### config.mk
export PLATFORM = sky130hd
export DESIGN_NAME = if_fetch_unit_flat
export DESIGN_NICKNAME = d
export VERILOG_FILES = /design/src/rtl/if_fetch_unit_if.sv /design/src/rtl/if_fetch_unit.sv /design/src/flat_wrapper.sv
export SDC_FILE = /design/constraint.sdc
export NUM_CORES = 1
export LEC_CHECK = 0
export BUFFER_PORTS_ARGS = -buffer_cell sky130_fd_sc_hd__buf_2
export CAP_MARGIN = 10
export CORE_ASPECT_RATIO = 1.25
export CORE_MARGIN = 2
export CORE_UTILIZATION = 50
export DETAILED_ROUTE_END_ITERATION = 16
export PLACE_DENSITY = 0.83
export SYNTH_ARGS = -nofsm -noshare
export SYNTH_HDL_FRONTEND = slang
export SYNTH_SLANG_ARGS = --single-unit
### constraint.sdc
create_clock -name clk_i -period 2.03 [get_ports clk_i]
set_input_delay 0.1015 -clock clk_i [delete_from_list [all_inputs] [get_ports clk_i]]
set_output_delay 0.1015 -clock clk_i [all_outputs]
set_load 0.005 [all_outputs]
### src/rtl/if_fetch_unit_if.sv
// Instruction-memory request/ack bus between the fetch unit (master) and imem (slave).
interface if_fetch_unit_if #(
    parameter int ADDR_WIDTH = 16,
    parameter int INST_WIDTH = 16
);
    logic                  req;
    logic [ADDR_WIDTH-1:0] addr;
    logic                  ack;
    logic [INST_WIDTH-1:0] data;

    modport master (output req, addr, input ack, data);
    modport slave  (input req, addr, output ack, data);
endinterface

### src/rtl/if_fetch_unit.sv
// Instruction fetch stage: one outstanding imem request, registered output to decode
// with a single-entry skid buffer, flush kill and a sticky wait-timeout flag.
module if_fetch_unit #(
    parameter int ADDR_WIDTH = 16,
    parameter int INST_WIDTH = 16,
    parameter int TIMEOUT    = 15,
    parameter int CNT_WIDTH  = 4
) (
    input  logic                  clk_i,
    input  logic                  rst_i,
    input  logic [ADDR_WIDTH-1:0] pc_i,
    input  logic                  flush_i,
    input  logic [5:0]            stall_i,
    if_fetch_unit_if.master       imem,
    output logic [INST_WIDTH-1:0] inst_o,
    output logic [ADDR_WIDTH-1:0] inst_pc_o,
    output logic                  inst_valid_o,
    output logic                  stallreq_o,
    output logic                  err_o
);
    typedef enum logic [1:0] {IDLE, WAIT, DROP, HOLD} state_t;

    localparam logic [CNT_WIDTH-1:0] TMO = CNT_WIDTH'(TIMEOUT);

    state_t                state, state_nxt;
    logic                  free, fetch_done, waiting;
    logic                  issue, retire, load_mem, load_skid, skid_wr;
    logic [INST_WIDTH-1:0] skid_data;
    logic [ADDR_WIDTH-1:0] skid_addr;
    logic [CNT_WIDTH-1:0]  cnt, cnt_inc;
    logic                  unused_stall;

    assign unused_stall = ^{stall_i[5], stall_i[3:0]};

    assign free       = !inst_valid_o || !stall_i[4];
    assign fetch_done = (state == WAIT) && imem.ack && !flush_i;
    // Dropped during flush so the redirect target can load into the PC.
    assign stallreq_o = !fetch_done && !flush_i;
    assign waiting    = ((state == WAIT) || (state == DROP)) && !imem.ack;
    assign cnt_inc    = (cnt == TMO) ? cnt : cnt + 1'b1;

    always_ff @(posedge clk_i) begin
        if (rst_i) state <= IDLE;
        else       state <= state_nxt;
    end

    always_comb begin
        state_nxt = state;
        issue     = 1'b0;
        retire    = 1'b0;
        load_mem  = 1'b0;
        load_skid = 1'b0;
        skid_wr   = 1'b0;
        case (state)
            IDLE: if (!flush_i) begin
                issue     = 1'b1;
                state_nxt = WAIT;
            end
            WAIT: begin
                if (imem.ack) begin
                    retire = 1'b1;
                    if (flush_i) state_nxt = IDLE;
                    else if (free) begin
                        load_mem  = 1'b1;
                        state_nxt = IDLE;
                    end else begin
                        skid_wr   = 1'b1;
                        state_nxt = HOLD;
                    end
                end else if (flush_i) begin
                    state_nxt = DROP;
                end
            end
            // Request already on the bus must still complete; its data is thrown away.
            DROP: if (imem.ack) begin
                retire    = 1'b1;
                state_nxt = IDLE;
            end
            HOLD: begin
                if (flush_i) state_nxt = IDLE;
                else if (free) begin
                    load_skid = 1'b1;
                    state_nxt = IDLE;
                end
            end
            default: state_nxt = IDLE;
        endcase
    end

    always_ff @(posedge clk_i) begin
        if (rst_i) begin
            imem.req     <= 1'b0;
            imem.addr    <= '0;
            inst_o       <= '0;
            inst_pc_o    <= '0;
            inst_valid_o <= 1'b0;
            skid_data    <= '0;
            skid_addr    <= '0;
            cnt          <= '0;
            err_o        <= 1'b0;
        end else begin
            if (issue) begin
                imem.req  <= 1'b1;
                imem.addr <= pc_i;
            end else if (retire) begin
                imem.req  <= 1'b0;
            end

            if (skid_wr) begin
                skid_data <= imem.data;
                skid_addr <= imem.addr;
            end

            if (flush_i) begin
                inst_valid_o <= 1'b0;
            end else if (load_mem) begin
                inst_o       <= imem.data;
                inst_pc_o    <= imem.addr;
                inst_valid_o <= 1'b1;
            end else if (load_skid) begin
                inst_o       <= skid_data;
                inst_pc_o    <= skid_addr;
                inst_valid_o <= 1'b1;
            end else if (free) begin
                inst_valid_o <= 1'b0;
            end

            // Timeout only flags; the request stays up until memory answers.
            cnt <= waiting ? cnt_inc : '0;
            if (waiting && cnt_inc == TMO) err_o <= 1'b1;
        end
    end
endmodule

### src/flat_wrapper.sv
// flat-port wrapper written by rule: the top's interface ports become plain ports
module if_fetch_unit_flat 
#(
    parameter int ADDR_WIDTH = 16,
    parameter int INST_WIDTH = 16,
    parameter int TIMEOUT    = 15,
    parameter int CNT_WIDTH  = 4
)
  (clk_i, rst_i, pc_i, flush_i, stall_i, inst_o, inst_pc_o, inst_valid_o, stallreq_o, err_o, imem_req, imem_addr, imem_ack, imem_data);
  if_fetch_unit_if #(.ADDR_WIDTH(ADDR_WIDTH), .INST_WIDTH(INST_WIDTH)) imem_i ();
  input  logic clk_i;
  input  logic rst_i;
  input  logic [ADDR_WIDTH-1:0] pc_i;
  input  logic flush_i;
  input  logic [5:0] stall_i;
  output logic [INST_WIDTH-1:0] inst_o;
  output logic [ADDR_WIDTH-1:0] inst_pc_o;
  output logic inst_valid_o;
  output logic stallreq_o;
  output logic err_o;
  output wire logic [$bits(imem_i.req)-1:0] imem_req;
  output wire logic [$bits(imem_i.addr)-1:0] imem_addr;
  input wire logic [$bits(imem_i.ack)-1:0] imem_ack;
  input wire logic [$bits(imem_i.data)-1:0] imem_data;
  assign imem_req = imem_i.req;
  assign imem_addr = imem_i.addr;
  assign imem_i.ack = imem_ack;
  assign imem_i.data = imem_data;
  if_fetch_unit #(.ADDR_WIDTH(ADDR_WIDTH), .INST_WIDTH(INST_WIDTH), .TIMEOUT(TIMEOUT), .CNT_WIDTH(CNT_WIDTH)) u_core (.clk_i(clk_i), .rst_i(rst_i), .pc_i(pc_i), .flush_i(flush_i), .stall_i(stall_i), .imem(imem_i), .inst_o(inst_o), .inst_pc_o(inst_pc_o), .inst_valid_o(inst_valid_o), .stallreq_o(stallreq_o), .err_o(err_o));
endmodule
Word level (Yosys, flattened, before mapping)
Index checks and enable logic that the tools add are counted.
- $add $sub $neg: 1
- eq/ne operators: 9
- mux-type cells: 32
- bitwise logic cells: 2
- reduce and logical (&&, ||, !) cells: 21
- operator list (kind ; count):
    $mux W16 ; 4
    $mux W1 ; 18
    $mux W2 ; 8
    $eq A4 B4 Y1 const B ; 2
    $pmux W2 S4 ; 1
    $reduce_or A2 Y1 ; 3
    $logic_and A1 B1 Y1 ; 5
    $logic_not A1 Y1 ; 5
    $add A4 B1 Y4 const B ; 1
    $eq A2 B2 Y1 const B ; 2
    $mux W4 ; 1
    $ne A2 B2 Y1 const B ; 2
    $reduce_and A4 Y1 ; 1
    $reduce_bool A2 Y1 ; 2
    $ne A3 B2 Y1 const B ; 1
    $ne A3 B3 Y1 const B ; 1
    $reduce_bool A3 Y1 ; 1
    $eq A2 B1 Y1 const B ; 1
    $logic_not A2 Y1 ; 1
    $logic_or A1 B1 Y1 ; 2
    $not A1 Y1 ; 2
    $reduce_and A2 Y1 ; 1
- bits in registers: 89
- bits of input ports: 42
- output and inout bits: 52
- word-level logic and storage cells: 75

Longest topological paths before layout
- depth after elaboration: 8
- depth in mapped cells: 8
- mapped depth without buffers: 6

Worst setup path after synthesis
OpenSTA, ideal clock, no wires.
- kind: reg-to-reg
- start point: register u_core.state[1]
- end point: register u_core.skid_addr[10]
- library setup time: 0.132 ns
- data arrival time: 1.490 ns
- required time: 1.898 ns
- slack: 0.408 ns
- cell stages (with the launch flop): 9
- path buffers: 2
- clock period less this slack: 1.622 ns
- cell sequence: dfxtp_1 -> inv_1 -> ha_1 -> nand2_4 -> or3_1 -> buf_2 -> buf_6 -> nand2_1 -> a21oi_1
- cells in the longest elaborated chain, start to end: 2
- ends and longest elaborated chain (item ; line ; text):
    start: declaration ; if_fetch_unit.sv:25 ; state_t state, state_nxt;
    start signal: assignment ; if_fetch_unit.sv:44 ; else state <= state_nxt;
    $eq A2 B1 Y1 ; if_fetch_unit.sv:54 ; case (state)
    $mux W1 ; if_fetch_unit.sv:54 ;
    end signal: assignment ; if_fetch_unit.sv:111 ; skid_addr <= imem.addr;
    end: declaration ; if_fetch_unit.sv:29 ; logic [ADDR_WIDTH-1:0] skid_addr;
Every way passes these cells.
A chain may end at the register's enable or synchronous reset.

Worst setup path in the final report
- start point: register u_core.state[1]
- end point: register u_core.skid_data[8]
- cells in the longest elaborated chain, start to end: 2
- ends and longest elaborated chain (item ; line ; text):
    $eq A2 B1 Y1 ; if_fetch_unit.sv:54 ;
    $mux W1 ; if_fetch_unit.sv:54 ;
    end signal: assignment ; if_fetch_unit.sv:110 ; skid_data <= imem.data;
    end: declaration ; if_fetch_unit.sv:28 ; logic [INST_WIDTH-1:0] skid_data;
Every way passes these cells.

==> run metrics <==
status=finished clean; Arr. time, crit path=2.03 ns; wirelength, routed=9210 microns; Routed Antenna Nets=0; TNS Setup=0 ns; sequential-to-total area share from yosys stat=0.500; Setup Buffers After CTS=0; DP Wirelength=5810 microns; warnings from Yosys=0; post-route minimum period=1.84 ns; Die Area=7820 sq um; clock buffer count from CTS=9; worst setup path category=reg2reg; number of global-route vias before repair=3219; Vias/cell=5.46; I/O pin cnt=94; Area Growth Syn to Fin=25.4%; Synth Cell Area=3560 sq um; CTS Buffer Depth=2; count of cell types in the netlist=36; RSZ-0062 raised after global routing=no; layout cells sized above 1=0.247; antenna cell count=0; Remaining Overflow, GRT=0; Tightest Hold Check Type=in2reg; clock slew seen by the registers of the worst setup and hold paths=0.09 ns; power density cells=755 nW/um^2; final setup violation count=0; CTS tree=yes; die width=79.5 microns; first-pass GRT wire length=14800 microns; antenna violations before repair=0; CP endpoint kind=flop; Setup crit start kind=flop; iteration count of the initial detailed-routing pass=4; Buf+Inv Stages, Crit Path=2; worst path required time=2.22 ns; Tightest Pin Transition=0.850 ns; synthesized net count=468; clk sinks=89; maxcap violations=0; slew margin rel.=0.433; Final Non-Filler Cells=612; flops & latches, synth=89; placed cell count=576; PortBufs=88; Syn Area/Cell=8.49 sq um; peak supply drop=0.630 mV; total power=3.38 mW; Die Y=98.4 microns; critical path peak fanout=24; CP max stage cell=or3_4; Final Hold Vio Count=0; DRC=0; Slew Limit Fails=0; LEAKAGE=1.72 nW; Total GRT Usage=0.236; CP Cell Sequence=inv_1, ha_1, nand2_4, or3_4, buf_12, nand2_1, a21oi_1; wire per inst=15.0 microns; worst skew pair latency=0.35 ns; 1st-iter DRT viols=175; setup ws final=0.185 ns; crit-path leading delay family=simple AND/OR/NAND/NOR gates; pre-CTS WS=0.0866 ns; slowest stage delay, CP=0.45 ns; fillers=590; total vias in the final route=3341; clk_skew=0.00998 ns; Synth Instances=420; fin crit share=0.909; CTS H-Tree Depth=3; Std-Cell Rows=34; Fmax=542 MHz; Initial Util=0.514; largest net degree at the start of global routing=86; root buf cell=clkbuf_8; gpl congestion=0.841; Core ar.=6930 sq um; Final Net Count=565; final design utilization=0.645
==> layout by cell type (no fill, tap or decap), types with 2 or more instances in the layout <==
cell	n
o21ai_0	3
buf_4	8
nor2_1	6
o221ai_1	27
o221ai_2	5
buf_12	4
nor3_1	3
nor2b_1	2
inv_1	3
dfxtp_1	89
nand2_1	133
ha_1	6
dlygate4sd3_1	20
xnor2_1	2
a21oi_1	84
clkinvlp_4	4
buf_2	88
clkbuf_8	10
nand3_1	3
==> state kept, by name, indices dropped and copies added, names as in the netlist <==
register and cells:
u_core.skid_data 16, u_core.inst_valid_o 1, u_core.skid_addr 16, u_core.state 2
u_core.imem.req 1, u_core.err_o 1, u_core.cnt 4, u_core.imem.addr 16
u_core.inst_o 16, u_core.inst_pc_o 16
==> stage by stage <==
stage / cell area (sq um) / hold WS, ns
final: 4470 / 0.00517
after global placement: 4080 / 0.344
after floorplan: 3560 / 0.237
after global routing: 4470 / 0.0135
after detailed placement: 4080 / 0.352
after CTS: 4460 / 0.000573
==> area by class of cell <==
class | count | area [sq um] | share of cell area
inverter | 3 | 11.3 | 0.00252
multi-input combinational | 293 | 1590 | 0.356
clock buffer | 10 | 138 | 0.0308
sequential | 89 | 1780 | 0.399
tap | 90 | 113 | 0.0252
clock inverter | 6 | 43.8 | 0.00980
timing repair buffer | 121 | 792 | 0.177
==> metal layers <==
layer,GRT usage,up-vias,routed length (microns)
met3,0.0351,12,469
met1,0.281,1593,3770
li1,-,1648,-
met4,0.0822,0,121
met2,0.424,88,4850
met5,0,-,0
==> final timing paths <==
kind | start | to | slack [ns] | cells past startpoint
setup / recovery | u_core.state[1] | u_core.skid_data[8] | 0.19 | 7
hold / removal | imem_data[2] | u_core.skid_data[2] | 0.005 | 3
setup reg to reg | u_core.state[1] | u_core.skid_data[8] | 0.19 | 7
hold reg to reg | u_core.inst_o[12] | u_core.inst_o[12] | 0.45 | 2
==> synth_stat cells, drive strengths merged <==
| master | n | share of area |
|---|---|---|
| nand3 | 3 | 0.0042 |
| o21ba | 1 | 0.0028 |
| nand4 | 1 | 0.0018 |
| dfxtp | 89 | 0.50 |
| a21oi | 85 | 0.12 |
| xnor2 | 2 | 0.0049 |
| o22ai | 1 | 0.0018 |
| a31oi | 1 | 0.0018 |
| nor3b | 2 | 0.0074 |
| buf | 20 | 0.038 |
| nor2 | 6 | 0.0063 |
| or4b | 1 | 0.0028 |
| nand2 | 134 | 0.14 |
| o21a | 1 | 0.0021 |
| inv | 3 | 0.0032 |
| ha | 6 | 0.021 |
| nor3 | 4 | 0.0070 |
| mux2i | 1 | 0.0028 |
| clkbuf | 15 | 0.016 |
| a211o | 1 | 0.0025 |
| or3 | 1 | 0.0018 |
| a211oi | 2 | 0.0077 |
| nand2b | 1 | 0.0018 |
| nor4 | 1 | 0.0018 |
| nor2b | 2 | 0.0035 |
| o21bai | 1 | 0.0021 |
| o221ai | 32 | 0.087 |
| o21ai | 3 | 0.0042 |
==> power breakdown <==
part	leakage (nW)	total, mW	switching, mW	internal (mW)
registers	0.720	1.83	0.0452	1.79
clock network	0.0805	1.10	0.627	0.478
logic	0.918	0.437	0.261	0.175
==> worst min-delay path, cell delays in order <==
cell	delay (ns)
buf_2	0.11
nand2_1	0.05
a21oi_1	0.05
==> logic make-up (layout without fill, tap and decap cells) <==
| kind of cell | count (synthesis) | after routing | synth area share |
|---|---|---|---|
| flops | 89 | 89 | 0.500 |
| buf+inv | 38 | 140 | 0.0572 |
| mux | 1 | 1 | 0.00281 |
| fa+ha+maj | 6 | 6 | 0.0211 |
| xor+xnor | 2 | 2 | 0.00491 |
| simple gates | 156 | 156 | 0.181 |
| compound gates | 128 | 128 | 0.233 |
==> what timing repair did <==
action                                  CTS  global route
endpoints found under the hold margin    20             0
hold buffers                             20             0
gates resized for setup                   0             2
endpoints found under the setup margin    0            25
Note: power is estimated with default switching activity, not from simulation.
